File: src/rtl/stream_prefetcher_pkg.sv
// stream_prefetcher_pkg
// Shared definitions for the next-line prefetch controller: default geometry,
// the line/label types for that geometry and the controller state encoding.
package stream_prefetcher_pkg;

  localparam int LINE_WIDTH_DEF  = 256;
  localparam int PAGE_BYTES_DEF  = 4096;
  localparam int LABEL_WIDTH_DEF = 32 - $clog2(LINE_WIDTH_DEF / 8);

  typedef logic [LABEL_WIDTH_DEF-1:0] label_t;
  typedef logic [LINE_WIDTH_DEF-1:0]  line_t;

  typedef enum logic [1:0] {
    IDLE,
    DEMAND_WAIT,
    PF_ISSUE,
    DRAIN
  } pf_state_t;

endpackage

File: src/rtl/pf_stats.sv
// pf_stats
// Pair of 32-bit saturating event counters for the prefetch controller.
// Ports:
//   clk, rst           clock, asynchronous active-low reset
//   hit_inc            one-cycle pulse: resident hit or hit-under-prefetch
//   miss_inc           one-cycle pulse: demand strobe issued
//   hit_cnt, miss_cnt  counter values, stick at all-ones
module pf_stats (
  input  logic        clk,
  input  logic        rst,
  input  logic        hit_inc,
  input  logic        miss_inc,
  output logic [31:0] hit_cnt,
  output logic [31:0] miss_cnt
);

  function automatic logic [31:0] sat_inc(input logic [31:0] v);
    return (&v) ? v : v + 32'd1;
  endfunction

  always_ff @(posedge clk or negedge rst) begin
    if (!rst) begin
      hit_cnt  <= '0;
      miss_cnt <= '0;
    end else begin
      if (hit_inc)  hit_cnt  <= sat_inc(hit_cnt);
      if (miss_inc) miss_cnt <= sat_inc(miss_cnt);
    end
  end

endmodule

File: src/rtl/stream_prefetcher.sv
// stream_prefetcher
// Next-line prefetch controller in front of stream_buffer. Demand misses
// become buffer requests; once a line is returned to the cache the next
// sequential line (within the same page) is requested so streaming code hits.
// At most one buffer fetch is outstanding at any time.
// Optional build macro: STREAM_PREFETCHER_STATS_EN adds hit_cnt / miss_cnt.
// Ports:
//   clk, rst        clock, asynchronous active-low reset
//   miss_req        cache miss, held until resp_vld
//   miss_label      missed line label
//   resp_vld        one-cycle pulse, resp_data holds the requested line
//   resp_data       returned line (registered)
//   sb_label_i      label requested from stream_buffer
//   sb_label_i_rdy  one-cycle request strobe to stream_buffer
//   sb_label_o      label of line resident in stream_buffer
//   sb_data         resident line data
//   sb_data_vld     resident line valid
//   hit_cnt         (macro only) resident hits + hits-under-prefetch
//   miss_cnt        (macro only) demand strobes issued
module stream_prefetcher
  import stream_prefetcher_pkg::*;
#(
  parameter int  LINE_WIDTH  = LINE_WIDTH_DEF,
  parameter int  PAGE_BYTES  = PAGE_BYTES_DEF,
  localparam int LABEL_WIDTH = 32 - $clog2(LINE_WIDTH / 8),
  localparam int PAGE_LINES  = PAGE_BYTES / (LINE_WIDTH / 8)
) (
  input  logic                   clk,
  input  logic                   rst,
  input  logic                   miss_req,
  input  logic [LABEL_WIDTH-1:0] miss_label,
  output logic                   resp_vld,
  output logic [LINE_WIDTH-1:0]  resp_data,
  output logic [LABEL_WIDTH-1:0] sb_label_i,
  output logic                   sb_label_i_rdy,
  input  logic [LABEL_WIDTH-1:0] sb_label_o,
  input  logic [LINE_WIDTH-1:0]  sb_data,
  input  logic                   sb_data_vld
`ifdef STREAM_PREFETCHER_STATS_EN
  ,
  output logic [31:0]            hit_cnt,
  output logic [31:0]            miss_cnt
`endif
);

  localparam int PAGE_BITS = $clog2(PAGE_LINES);

  pf_state_t              state, state_nxt;
  logic                   busy, busy_nxt;
  logic [LABEL_WIDTH-1:0] out_label, out_label_nxt;
  // Label of the request being served; miss_label is only guaranteed stable
  // while miss_req is high, and PF_ISSUE runs after the response.
  logic [LABEL_WIDTH-1:0] cur_label, cur_label_nxt;
  logic                   resp_vld_nxt;
  logic [LINE_WIDTH-1:0]  resp_data_nxt;
  logic [LABEL_WIDTH-1:0] sb_label_nxt;
  logic                   rdy_nxt;
  logic                   hit_inc, miss_inc;
  logic                   resident_hit;

  assign resident_hit = sb_data_vld && !busy && (sb_label_o == miss_label);

  always_comb begin
    state_nxt     = state;
    busy_nxt      = busy;
    out_label_nxt = out_label;
    cur_label_nxt = cur_label;
    resp_vld_nxt  = 1'b0;
    resp_data_nxt = resp_data;
    sb_label_nxt  = sb_label_i;
    rdy_nxt       = 1'b0;
    hit_inc       = 1'b0;
    miss_inc      = 1'b0;
    case (state)
      IDLE: begin
        // A prefetch landing while idle ends the outstanding fetch.
        if (busy && sb_data_vld && (sb_label_o == out_label)) busy_nxt = 1'b0;
        if (miss_req) begin
          cur_label_nxt = miss_label;
          if (resident_hit) begin
            resp_data_nxt = sb_data;
            resp_vld_nxt  = 1'b1;
            hit_inc       = 1'b1;
            state_nxt     = PF_ISSUE;
          end else if (!busy) begin
            rdy_nxt       = 1'b1;
            sb_label_nxt  = miss_label;
            busy_nxt      = 1'b1;
            out_label_nxt = miss_label;
            miss_inc      = 1'b1;
            state_nxt     = DEMAND_WAIT;
          end else if (miss_label == out_label) begin
            // The wanted line is already on its way: just wait for it.
            hit_inc   = 1'b1;
            state_nxt = DEMAND_WAIT;
          end else begin
            // In-flight fetch cannot be cancelled; let it finish first.
            state_nxt = DRAIN;
          end
        end
      end
      DRAIN: begin
        if (sb_data_vld && (sb_label_o == out_label)) begin
          rdy_nxt       = 1'b1;
          sb_label_nxt  = cur_label;
          busy_nxt      = 1'b1;
          out_label_nxt = cur_label;
          miss_inc      = 1'b1;
          state_nxt     = DEMAND_WAIT;
        end
      end
      DEMAND_WAIT: begin
        if (sb_data_vld && (sb_label_o == cur_label)) begin
          busy_nxt      = 1'b0;
          resp_data_nxt = sb_data;
          resp_vld_nxt  = 1'b1;
          state_nxt     = PF_ISSUE;
        end
      end
      PF_ISSUE: begin
        // Last line of a page (includes the all-ones label) gets no prefetch,
        // so the label never wraps and the page is never crossed.
        if (!(&cur_label[PAGE_BITS-1:0])) begin
          rdy_nxt       = 1'b1;
          sb_label_nxt  = cur_label + 1'b1;
          busy_nxt      = 1'b1;
          out_label_nxt = cur_label + 1'b1;
        end
        state_nxt = IDLE;
      end
      default: state_nxt = IDLE;
    endcase
  end

  always_ff @(posedge clk or negedge rst) begin
    if (!rst) begin
      state          <= IDLE;
      busy           <= 1'b0;
      out_label      <= '0;
      cur_label      <= '0;
      resp_vld       <= 1'b0;
      resp_data      <= '0;
      sb_label_i     <= '0;
      sb_label_i_rdy <= 1'b0;
    end else begin
      state          <= state_nxt;
      busy           <= busy_nxt;
      out_label      <= out_label_nxt;
      cur_label      <= cur_label_nxt;
      resp_vld       <= resp_vld_nxt;
      resp_data      <= resp_data_nxt;
      sb_label_i     <= sb_label_nxt;
      sb_label_i_rdy <= rdy_nxt;
    end
  end

`ifdef STREAM_PREFETCHER_STATS_EN
  pf_stats u_stats (
    .clk      (clk),
    .rst      (rst),
    .hit_inc  (hit_inc),
    .miss_inc (miss_inc),
    .hit_cnt  (hit_cnt),
    .miss_cnt (miss_cnt)
  );
`else
  logic unused_stats;
  assign unused_stats = hit_inc ^ miss_inc;
`endif

endmodule

File: config.mk
export PLATFORM = sky130hd
export DESIGN_NAME = stream_prefetcher
export DESIGN_NICKNAME = d
export VERILOG_FILES = /design/src/rtl/stream_prefetcher_pkg.sv /design/src/rtl/pf_stats.sv /design/src/rtl/stream_prefetcher.sv
export SDC_FILE = /design/constraint.sdc
export NUM_CORES = 1
export LEC_CHECK = 0
export CAP_MARGIN = 40
export CORE_AREA = 2 2 236 238
export CTS_BUF_LIST = sky130_fd_sc_hd__clkbuf_4 sky130_fd_sc_hd__clkbuf_8
export CTS_CLUSTER_SIZE = 40
export DETAILED_ROUTE_END_ITERATION = 8
export DIE_AREA = 0 0 238 240
export DONT_BUFFER_PORTS = 1
export PLACE_DENSITY_LB_ADDON = 0.05
export SYNTH_ARGS = -nofsm -noshare
export SYNTH_HDL_FRONTEND = slang
export SYNTH_SLANG_ARGS = --single-unit
export TNS_END_PERCENT = 5
File: constraint.sdc
create_clock -name clk -period 7 [get_ports clk]
set_input_delay 0 -clock clk [delete_from_list [all_inputs] [get_ports clk]]
set_output_delay 0 -clock clk [all_outputs]
set_load 0.01 [all_outputs]
==> results of run 1 <==
[through the flow]
step           area, µm²  setup WS (ns)  instances
3_3_place_gp       15410          3.539       1693
3_5_place_dp       15430          3.650       1695
2_1_floorplan      15070          4.796       1033
[cell families after synthesis]
| logic type | Yosys count | share of synthesized area (%) |
|---|---|---|
| flops | 315 | 52.30 |
| xor+xnor | 134 | 7.787 |
| mux | 288 | 27.44 |
| simple gates | 206 | 6.658 |
| buf+inv | 56 | 4.391 |
| compound gates | 33 | 1.345 |
| fa+ha+maj | 1 | 0.08300 |
[synth_stat cells, types with 7 or more instances]
master	number	area [µm²]
a21oi_1	25	125.1
and3_1	10	62.56
buf_12	26	520.5
clkbuf_1	12	45.04
dfrtp_1	315	7883
mux2_2	41	461.7
mux2_4	240	3603
mux2i_1	7	70.07
nand2_1	90	337.8
nand3_1	13	65.06
nand4_1	31	193.9
nor2_1	27	101.4
nor4_1	19	118.9
xnor2_1	69	604.3
xor2_1	65	569.3
==> flow_metrics.tcl, run 1 <==
set metrics [dict create \
    cts_setup_buffers 0 \
    clock_path_buffers 3 \
    clock-sinks 315 \
    synth_cell_type_count 40 \
    ys.flop_type "dfrtp_1" \
    stop_stage "4_1_cts" \
    status "aborted with a tool error" \
    dp_hpwl_um 36590 \
    ys_seq_area_share_pct 52.30 \
    firstError "[ERROR RSZ-0060] Max buffer count reached." \
    synth_area_mm2 0.01507 \
    synth_edf_count 0 \
    htreeDepth 2 \
    synth_seq_cells 315 \
    rows 86 \
    cts_hold_buf 362 \
    initial_core_util_pct 27.57 \
    syn_nets 1348 \
    post_cts_resized 0 \
    die-width_um 238 \
    ys_async_sr_fraction_pct 100.0 \
    yosysWarnings 0 \
    numCtsBuffers 60 \
    die_h_um 240 \
    synthCells 1033 \
    cts_root_buffer "clkbuf_8" \
    place.gp.congestion 0.7924 \
    pin_count 599 \
    port_buffers 0 \
    syn_area_per_cell_um2 14.59 \
]
==> run 2: changes to the inputs <==
Settings changed: CORE_AREA 2 2 236 238 to 2 2 235 237, CTS_BUF_LIST sky130_fd_sc_hd__clkbuf_4 sky130_fd_sc_hd__clkbuf_8 to default, CTS_CLUSTER_SIZE 40 to default, DIE_AREA 0 0 238 240 to 0 0 237 239, PLACE_DENSITY_LB_ADDON 0.05 to 0.15.
==> run 2 against run 1 <==
Compared with the run above: the flow now finishes, with violations (hold timing); synthesized cell count unchanged; area after synthesis unchanged.
==> flow_metrics.tcl, run 2 <==
set metrics [dict create \
    drv_cap 0 \
    fin_util_pct 36.30 \
    port_buffers 0 \
    viasPerCell 4.589 \
    startpoint_type "flip-flop" \
    drt_iter0_drc 474 \
    wire_per_inst_um 24.27 \
    max_flop_register "resp_data" \
    slew_headroom_pct 25.50 \
    fin_nets 1650 \
    fill_cells 5160 \
    clkTransAtPathRegs_ns 0.06 \
    hold_ws_ns -0.8455 \
    final_cell_mix "314 x dfrtp_1, 305 x dlygate4sd3_1, 240 x mux2_4, 90 x nand2_1, 69 x xnor2_1" \
    die-width_um 237 \
    slowest_delay_ns 0.62 \
    cp.arrival_ns 4.02 \
    clock_path_buffers 3 \
    cts_tree "done" \
    multi_input_area_mm2 0.006545 \
    drc 0 \
    finalClockSkew_ns 0.01692 \
    final_layout_size_suffix_gt1_share_pct 25.66 \
    r2r_slack_ns 3.39 \
    cpMostUsedCell "dlygate4sd3_1" \
    r2r-start "out_label[22]" \
    top_regs "resp_data: 256 flops, cur_label: 27 flops, out_label: 27 flops" \
    yosysMostFrequentCell "dfrtp_1" \
    rows 86 \
    pin_count 599 \
    worst_pin_slew_ns 1.117 \
    leakage_nw 8.891 \
    synth_cell_type_count 40 \
    r2r-end "busy" \
    grt_max_degree 316 \
    worst_setup_path_end_kind "flip-flop" \
    grt_pass1_wl_um 72310 \
    rsz0062_at_grt "false" \
    firstDrtPassIters 5 \
    synthCells 1033 \
    die_area_mm2 0.05664 \
    synth_top_cell_by_area "dfrtp_1" \
    clock-sinks 315 \
    vias 9504 \
    cts_root_buffer "clkbuf_16" \
    layout_commonest_cell "dfrtp_1" \
    post_cts_resized 0 \
    core_mm2 0.05434 \
    synth_seq_cells 315 \
    synth_commonest_cells "315 x dfrtp_1, 240 x mux2_4, 90 x nand2_1" \
    overflow 0 \
    ys.flop_type "dfrtp_1" \
    ant_nets 0 \
    numCtsBuffers 38 \
    path_cells "xnor2_1 -> nand4_1 -> dlygate4sd3_1 -> nor4_1 -> dlygate4sd3_1 -> nand4_1 -> dlygate4sd3_1 -> nor4b_1 -> o21bai_1" \
    syn_to_final_growth_pct 30.86 \
    antenna_found_initial 3 \
    hold_path.class "input port to asynchronous set/reset pin" \
    dp_hpwl_um 35010 \
    slowest_stage "dlygate4sd3_1" \
    rr_worst_depth 9 \
    grt_pass1_vias 10270 \
    grt_use_total_pct 17.06 \
    cts_hold_buf 305 \
    crit_path_max_fanout 4 \
    synth_area_mm2 0.01507 \
    synth_top_area_share_pct 52.30 \
    yosysWarnings 0 \
    final_max_slew_viol_count 0 \
    syn_nets 1348 \
    crit_type "flip-flop to flip-flop" \
    fmax_ghz 0.2770 \
    p_per_area_mw_per_mm2 217.2 \
    yosys-top-cells-area "dfrtp_1 52%, mux2_4 24%, xnor2_1 4.0%" \
    synth_edf_count 0 \
    crit_required_ns 7.41 \
    fin_tns_setup_ns 0 \
    finalCritPeriodShare_pct 51.57 \
    largest_reg_flops 256 \
    ys_async_sr_fraction_pct 100.0 \
    htreeDepth 2 \
    drt-total-wl_um 50270 \
    vdd_drop_max_v 0.0001506 \
    syn_area_per_cell_um2 14.59 \
    hold_viol 315 \
    seqCellArea_mm2 0.007884 \
    initial_core_util_pct 27.74 \
    ys_seq_area_share_pct 52.30 \
    setup_violations 0 \
    violations "hold timing" \
    cts_setup_buffers 0 \
    die_h_um 239 \
    period_minus_slack_ns 3.610 \
    place.gp.congestion 0.8417 \
    worstSkewPairLatency_ns 0.54 \
    status "finished, violations left" \
]
## run 2: cell counts after synthesis
No cell type changed its count.
## run 2: cells by family after synthesis
kind of cell    Yosys count  share of synthesized area, %
mux                     288                         27.44
xor+xnor                134                         7.787
buf+inv                  56                         4.391
fa+ha+maj                 1                       0.08300
compound gates           33                         1.345
flops                   315                         52.30
simple gates            206                         6.658
## run 2: worst max path at each step
stage	startpoint	endpoint	slack (ns)	cells after the start
detailed placement	out_label[3]	out_label[6]	3.65	7
finish	out_label[22]	busy	3.39	9
CTS	out_label[22]	out_label[19]	3.35	8
global route	out_label[11]	out_label[20]	3.15	8
global placement	out_label[3]	out_label[21]	3.68	7
floorplan	cur_label[14]	resp_data[137]	4.80	8
## run 2: metal layers
metal / track usage, % / part of all wire [%] / vias to the layer above
li1: - / - / 4197
met1: 20.80 / 40 / 4815
met2: 28.31 / 49 / 407
met3: 5.658 / 8.0 / 83
met4: 5.754 / 2.9 / 2
met5: 0 / 0.012 / -
## run 2: per-stage QoR
| step | setup slack [ns] | power [mW] | hold slack (ns) | cells | cell area, µm² |
|---|---|---|---|---|---|
| after floorplan | 4.796 | 2.099 | -0.2956 | 1033 | 15070 |
| after global placement | 3.678 | 2.177 | -0.2885 | 1693 | 15410 |
| after detailed placement | 3.653 | 2.176 | -0.2891 | 1694 | 15410 |
| after CTS | 3.354 | 4.348 | -0.8877 | 2068 | 19720 |
| after global routing | 3.153 | 4.462 | -0.8867 | 2071 | 19720 |
| final | 3.390 | 4.283 | -0.8455 | 2071 | 19720 |
## run 2: area by class of cell
class | instances | area share (%)
Antenna cell | 3 | 0.03806
Timing Repair Buffer | 313 | 15.91
Sequential cell | 315 | 39.97
Multi-Input combinational cell | 662 | 33.19
Inverter | 5 | 0.09516
Clock inverter | 8 | 0.5075
Clock buffer | 61 | 5.824
Tap cell | 704 | 4.466
## run 2: report_power, final
| group | internal [mW] | switching (mW) |
|---|---|---|
| Combinational | 0.209 | 0.153 |
| Sequential | 1.86 | 0.0779 |
| Clock | 1.20 | 0.788 |
| Total | 3.26 | 1.02 |
## run 2: worst max-delay path: cells and delay by family, from the launching register on
kind	cells	cell delay [ns]
and+or+nand+nor	4	0.82
DFF	1	0.46
AOI/OAI and AO/OA	1	0.09
buffers and inverters	3	1.81
xor gates and xnor gates	1	0.30
Note: power is estimated with default switching activity, not from simulation.
